<file path="src/rtl/m_axil_master.sv">
// m_axil_master: single-outstanding AXI4-Lite initiator fed by a local valid/ready command port.
// Optional error tracking (err_cnt, last_err_addr) is built when M_AXIL_ERR_CNT_EN is defined.
module m_axil_master #(
    parameter int DATA_WIDTH = 32,
    parameter int ADDR_WIDTH = 10
) (
    input  logic                      axi_clock,
    input  logic                      rst_n,

    input  logic                      cmd_valid,
    output logic                      cmd_ready,
    input  logic                      cmd_we,
    input  logic [ADDR_WIDTH+1:0]     cmd_addr,
    input  logic [DATA_WIDTH-1:0]     cmd_wdata,
    input  logic [DATA_WIDTH/8-1:0]   cmd_wstrb,

    output logic                      rsp_valid,
    input  logic                      rsp_ready,
    output logic                      rsp_we,
    output logic [DATA_WIDTH-1:0]     rsp_rdata,
    output logic [1:0]                rsp_resp,

`ifdef M_AXIL_ERR_CNT_EN
    output logic [15:0]               err_cnt,
    output logic [ADDR_WIDTH+1:0]     last_err_addr,
`endif

    output logic [ADDR_WIDTH+1:0]     m_axil_awaddr,
    output logic [2:0]                m_axil_awprot,
    output logic                      m_axil_awvalid,
    input  logic                      m_axil_awready,
    output logic [DATA_WIDTH-1:0]     m_axil_wdata,
    output logic [DATA_WIDTH/8-1:0]   m_axil_wstrb,
    output logic                      m_axil_wvalid,
    input  logic                      m_axil_wready,
    input  logic [1:0]                m_axil_bresp,
    input  logic                      m_axil_bvalid,
    output logic                      m_axil_bready,
    output logic [ADDR_WIDTH+1:0]     m_axil_araddr,
    output logic [2:0]                m_axil_arprot,
    output logic                      m_axil_arvalid,
    input  logic                      m_axil_arready,
    input  logic [DATA_WIDTH-1:0]     m_axil_rdata,
    input  logic [1:0]                m_axil_rresp,
    input  logic                      m_axil_rvalid,
    output logic                      m_axil_rready
);

    // state  | meaning
    // IDLE   | cmd_ready high, waiting for a command
    // WRITE  | AW and W channels in flight, each retires on its own handshake
    // WAIT_B | bready high, waiting for write response
    // READ   | arvalid high until arready
    // WAIT_R | rready high, waiting for read data
    // RESP   | rsp_valid high, result held until rsp_ready
    typedef enum logic [2:0] {IDLE, WRITE, WAIT_B, READ, WAIT_R, RESP} state_t;

    state_t                    state;
    state_t                    state_nxt;
    logic                      we_q;
    logic [ADDR_WIDTH+1:0]     addr_q;
    logic [DATA_WIDTH-1:0]     wdata_q;
    logic [DATA_WIDTH/8-1:0]   wstrb_q;
    logic [DATA_WIDTH-1:0]     rdata_q;
    logic [1:0]                resp_q;
    logic                      aw_done;
    logic                      w_done;
    logic                      aw_fin;
    logic                      w_fin;
    logic                      b_hs;
    logic                      r_hs;

    assign aw_fin = aw_done || (m_axil_awvalid && m_axil_awready);
    assign w_fin  = w_done  || (m_axil_wvalid && m_axil_wready);
    assign b_hs   = m_axil_bvalid && m_axil_bready;
    assign r_hs   = m_axil_rvalid && m_axil_rready;

    always_ff @(posedge axi_clock or negedge rst_n) begin
        if (!rst_n) begin
            state <= IDLE;
        end else begin
            state <= state_nxt;
        end
    end

    always_comb begin
        state_nxt = state;
        case (state)
            IDLE:    if (cmd_valid) state_nxt = cmd_we ? WRITE : READ;
            WRITE:   if (aw_fin && w_fin) state_nxt = WAIT_B;
            WAIT_B:  if (m_axil_bvalid) state_nxt = RESP;
            READ:    if (m_axil_arready) state_nxt = WAIT_R;
            WAIT_R:  if (m_axil_rvalid) state_nxt = RESP;
            RESP:    if (rsp_ready) state_nxt = IDLE;
            default: state_nxt = IDLE;
        endcase
    end

    always_comb begin
        cmd_ready      = 1'b0;
        m_axil_awvalid = 1'b0;
        m_axil_wvalid  = 1'b0;
        m_axil_bready  = 1'b0;
        m_axil_arvalid = 1'b0;
        m_axil_rready  = 1'b0;
        rsp_valid      = 1'b0;
        case (state)
            IDLE:    cmd_ready = 1'b1;
            WRITE: begin
                m_axil_awvalid = !aw_done;
                m_axil_wvalid  = !w_done;
            end
            WAIT_B:  m_axil_bready  = 1'b1;
            READ:    m_axil_arvalid = 1'b1;
            WAIT_R:  m_axil_rready  = 1'b1;
            RESP:    rsp_valid      = 1'b1;
            default: ;
        endcase
    end

    always_ff @(posedge axi_clock or negedge rst_n) begin
        if (!rst_n) begin
            we_q    <= 1'b0;
            addr_q  <= '0;
            wdata_q <= '0;
            wstrb_q <= '0;
            rdata_q <= '0;
            resp_q  <= '0;
            aw_done <= 1'b0;
            w_done  <= 1'b0;
        end else begin
            if (state == IDLE && cmd_valid) begin
                we_q    <= cmd_we;
                addr_q  <= cmd_addr;
                wdata_q <= cmd_wdata;
                wstrb_q <= cmd_wstrb;
                rdata_q <= '0;
                resp_q  <= '0;
            end
            // per-channel completion flags keep a retired valid from re-asserting
            if (state == WRITE) begin
                if (m_axil_awvalid && m_axil_awready) aw_done <= 1'b1;
                if (m_axil_wvalid && m_axil_wready)   w_done  <= 1'b1;
            end else begin
                aw_done <= 1'b0;
                w_done  <= 1'b0;
            end
            if (b_hs) resp_q <= m_axil_bresp;
            if (r_hs) begin
                rdata_q <= m_axil_rdata;
                resp_q  <= m_axil_rresp;
            end
        end
    end

`ifdef M_AXIL_ERR_CNT_EN
    logic [1:0] done_resp;

    assign done_resp = b_hs ? m_axil_bresp : m_axil_rresp;

    always_ff @(posedge axi_clock or negedge rst_n) begin
        if (!rst_n) begin
            err_cnt       <= '0;
            last_err_addr <= '0;
        end else if ((b_hs || r_hs) && done_resp != 2'b00) begin
            if (err_cnt != 16'hFFFF) err_cnt <= err_cnt + 16'd1;
            last_err_addr <= addr_q;
        end
    end
`endif

    assign m_axil_awaddr = addr_q;
    assign m_axil_araddr = addr_q;
    assign m_axil_awprot = 3'b000;
    assign m_axil_arprot = 3'b000;
    assign m_axil_wdata  = wdata_q;
    assign m_axil_wstrb  = wstrb_q;
    assign rsp_we        = we_q;
    assign rsp_rdata     = rdata_q;
    assign rsp_resp      = resp_q;

endmodule

</file>
<file path="config.mk">
export PLATFORM = sky130hd
export DESIGN_NAME = m_axil_master
export DESIGN_NICKNAME = d
export VERILOG_FILES = /design/src/rtl/m_axil_master.sv
export SDC_FILE = /design/constraint.sdc
export NUM_CORES = 1
export LEC_CHECK = 0
export CAP_MARGIN = 20
export CELL_PAD_IN_SITES_DETAIL_PLACEMENT = 1
export CELL_PAD_IN_SITES_GLOBAL_PLACEMENT = 1
export CORE_ASPECT_RATIO = 0.6
export CORE_MARGIN = 10
export CORE_UTILIZATION = 28
export CTS_BUF_LIST = sky130_fd_sc_hd__clkbuf_8
export DETAILED_ROUTE_END_ITERATION = 7
export PLACE_DENSITY = 0.92
export SLEW_MARGIN = 20
export SYNTH_ARGS = -nofsm -noshare
export SYNTH_HDL_FRONTEND = slang
export SYNTH_SLANG_ARGS = --single-unit
</file>
<file path="constraint.sdc">
create_clock -name axi_clock -period 2.1 [get_ports axi_clock]
set_input_delay 0.42 -clock axi_clock [delete_from_list [all_inputs] [get_ports axi_clock]]
set_output_delay 0.42 -clock axi_clock [all_outputs]
set_load 0.02 [all_outputs]
</file>
# --- Word level (Yosys, flattened, before mapping) ---
# Cells that the tools add are included.
word_totals:
  regBits: 88
  out_inout_bits: 108
  elab_cells: 60
  inputBits: 94
op_classes:
  reduce_logical: 14
  eq_ne: 13
  muxes: 24
op_table:
  columns: ["operator", "n"]
  rows:
  - ["two-way mux 32 bit", 2]
  - ["two-way mux 3 bit", 6]
  - ["one-hot mux 3 bit (6 select lines)", 1]
  - ["!= test 2 bit, second input constant", 8]
  - ["two-way mux 1 bit", 11]
  - ["two-way mux 2 bit", 4]
  - ["== test 3 x 2 -> 1 bit, second input constant", 2]
  - ["== test 3 bit, second input constant", 2]
  - ["logical AND 1 bit", 6]
  - ["AND reduction 6 bit", 1]
  - ["== test 3 x 1 -> 1 bit, second input constant", 1]
  - ["zero test 3 bit", 1]
  - ["nonzero test 3 bit", 1]
  - ["zero test 1 bit", 2]
  - ["logical OR 1 bit", 2]
  - ["nonzero test 2 bit", 1]

# --- Longest topological paths before layout ---
depth:
  depth_word: 7
  mapped_depth: 5

# --- Least setup slack after synthesis ---
# No wires, ideal clock.
synth_path:
  path_type: "register -> output"
  startpoint: "reg state[0]"
  endpoint: "out rsp_valid"
  path_slack_ps: 407
  stages_incl_launch_ff: 4
  n_path_buf: 1
  arrival_ps: 1273
  cell_sequence: "dfrtp_1 > clkbuf_1 > inv_1 > nor3b_1"
synth_via:
  elab_chain_cells: 2
synth_lines:
  columns: ["element", "line_no", "text"]
  rows:
  - ["start: declaration", "58", "state_t state;"]
  - ["start signal: assignment", "82", "state <= state_nxt;"]
  - ["== test 3 bit", "107", "case (state)"]
  - ["two-way mux 1 bit", "107", null]
  - ["end: declaration", "17", "output logic rsp_valid,"]
# Every way passes these cells.

# --- Worst setup path in the final report ---
layout_path:
  startpoint: "reg state[2]"
  endpoint: "out m_axil_arvalid"
layout_via:
  elab_chain_cells: 2
layout_lines:
  columns: ["element", "line_no", "text"]
  rows:
  - ["== test 3 x 2 -> 1 bit", "107", null]
  - ["two-way mux 1 bit", "107", null]
  - ["end: declaration", "41", "output logic m_axil_arvalid,"]
# Every way passes these cells.

==> reports/metrics.csv <==
metric,value,unit
die width,169,microns
initial antenna violation count,0,
Hold Fails Final Rpt,0,
total core area,12900,sq um
RSZ-0062 raised after global routing,false,
First-pass DRT Iterations,4,
clock slew at reported path FFs,0.09,ns
insertion delay to the later sink of the worst-skew pair,0.34,ns
Mapped Area,3730,sq um
Clock Skews,0.00837,ns
average wire per cell in the routed design,17.3,microns
Final setup viols,0,
CTS root buf,clkbuf_8,
Startpoint Class,register,
Starting Density,0.288,
H-tree depth,3,
FILL cells,1495,
"Remaining Overflow, GRT",0,
Post-DP HPWL,10500,microns
row count,32,
slowest CP cell,dfrtp_1,
Fmax,0.506,GHz
"most common cell after layout, fill and taps aside",nand2_1,
largest net degree at the start of global routing,89,
die height,109,microns
maximum vdd drop,0.000655,V
syn_area_per_cell,8.94,sq um
IO Pins,202,
Crit Path Class,reg2out,
kind of end point of the critical path,output port,
maximum capacitance violations,0,
CTS buffer count,9,
1st-iter DRT viols,111,
vias in the first global route,3802,
cts hold-fix bufs,0,
async set-reset flop share out of synthesis,1.00,
Ant. Diodes,0,
Synth cell types,25,
Synth Flop Type,dfrtp_1,
Final Max Slew Viols,0,
Hold Path Class,in2async,
pwr/cell area,1540,nW/um^2
first-pass GRT wire length,21200,microns
Global Route Usage Sum,0.141,
Worst Slack Setup Final,0.123,ns
CTS tree,built,
fin util,0.464,
Slew HR,0.658,
Tmin final,1.98,ns
crit share post-route,0.942,
gp weighted congestion,0.803,
Leakage,2.75,nW
DRT antenna net count,0,
most frequent cells in the layout,"214 x nand2_1, 187 x clkdlybuf4s50_1, 88 x dfrtp_1",
CP cell instances,buf_4 > nand2b_1 > nor2_1 > clkdlybuf4s15_1,
sequential-to-total area share from yosys stat,0.591,
vias per inst,4.45,
"Warnings, synthesis",0,
# nets final,692,
status,"complete, no violations",
number of synthesized flops with an enable pin,0,
Top delay family on crit path,buffers and inverters,
Area Overhead vs Synth,61.2,%
Clock Path Buffers,2,
Post-CTS Setup Bufs,0,
maximum fanout along the worst path,15,
Slew @ Worst Pin,0.513,ns
DRC viols,0,
die area,18500,sq um
clk sinks,88,
WP data required,1.68,ns
Post-Layout Inst Area,6010,sq um
dpl ws,0.103,ns
Synth Instances,417,
"FF+latch count, synth",88,
arrival time at the worst endpoint,1.56,ns
Slowest Stage Delay on Critical Path,0.38,ns
Routed WL,13300,microns
via count,3434,
post-placement cell area,5790,sq um
total negative slack,0,ns
PortBufs,195,
share of cells above drive strength 1,0.0565,
CP bufs+invs,2,
## worst register-to-register path, cell delays in order (launching register included)
cell and delay, ns:
dfrtp_1 0.38, buf_4 0.19, or4b_4 0.59, buf_12 0.20, o32a_1 0.20, nand2_1 0.07
## final cells by class
cell class,count,area [sq um],share of cell area
clock buffers,9,124,0.0206
clock inverters,6,110,0.0183
repair buffers,208,2090,0.349
inverters,1,3.75,0.000625
flip-flops and latches,88,2200,0.367
multi-input cells,290,1260,0.210
well taps,170,213,0.0354
## flip-flops by register name, indices dropped and copies added, names as in the netlist
signal / flops
w_done: 1
aw_done: 1
state: 3
rsp_rdata: 32
m_axil_wstrb: 4
rsp_we: 1
m_axil_araddr: 12
rsp_resp: 2
m_axil_wdata: 32
## cell families (layout without fill, tap and decap cells)
logic type	count (synthesis)	after routing	synth area share
simple gates	240	240	0.264
mux	2	2	0.00537
compound gates	42	42	0.0598
flops	88	88	0.591
other cells	1	6	0.00101
buf+inv	44	224	0.0786
## power by group
group,switching [W],leakage [nW],internal (W)
Combinational,0.00272,1.50,0.00221
Clock,0.000584,0.117,0.000782
Sequential,0.000463,1.13,0.00246
## layer usage
layer	GRT usage	wire length, microns
met2	0.242	6590
met5	0	0
met4	0.0297	74
met3	0.0567	1100
met1	0.164	5560
## through the flow
stage	cells	hold slack, ns	power (W)
after global routing	772	0.100	0.00988
after detailed placement	757	0.466	0.00803
after floorplan	422	0.124	0.00551
after CTS	772	0.109	0.00941
after global placement	757	0.458	0.00780
final	772	0.0610	0.00922
## final timing paths
| check | from | end | slack [ns] | depth (start not counted) |
|---|---|---|---|---|
| max in group asynchronous | rst_n | rsp_rdata[10] | 1.61 | 2 |
| hold reg to reg | m_axil_wdata[0] | m_axil_wdata[0] | 0.48 | 2 |
| setup reg to reg | state[2] | state[1] | 0.42 | 5 |
| hold / removal | rst_n | rsp_rdata[1] | 0.06 | 2 |
| min in group axi_clock | m_axil_wdata[0] | m_axil_wdata[0] | 0.48 | 2 |
| setup / recovery | state[2] | m_axil_arvalid | 0.12 | 4 |
## synth_stat cells (2+ instances only)
master,number,area share
nor3b_1,5,0.010
buf_4,18,0.036
buf_2,6,0.0081
o21ai_1,34,0.046
a21oi_1,5,0.0067
nand3_1,2,0.0027
nor2b_1,2,0.0034
nor2_1,8,0.0081
buf_6,7,0.021
clkbuf_1,12,0.012
mux2i_1,2,0.0054
dfrtp_1,88,0.59
and4bb_2,2,0.0067
nand2b_1,2,0.0034
nand2_1,214,0.22
## repair_timing
action / CTS / global route
resized for setup: 10 / 3
setup endpoints to repair: 7 / 3
hold endpoints to repair: 0 / 0
pin swaps: 0 / 0
cloned: 0 / 0
Power figures use the tool's default switching activity.
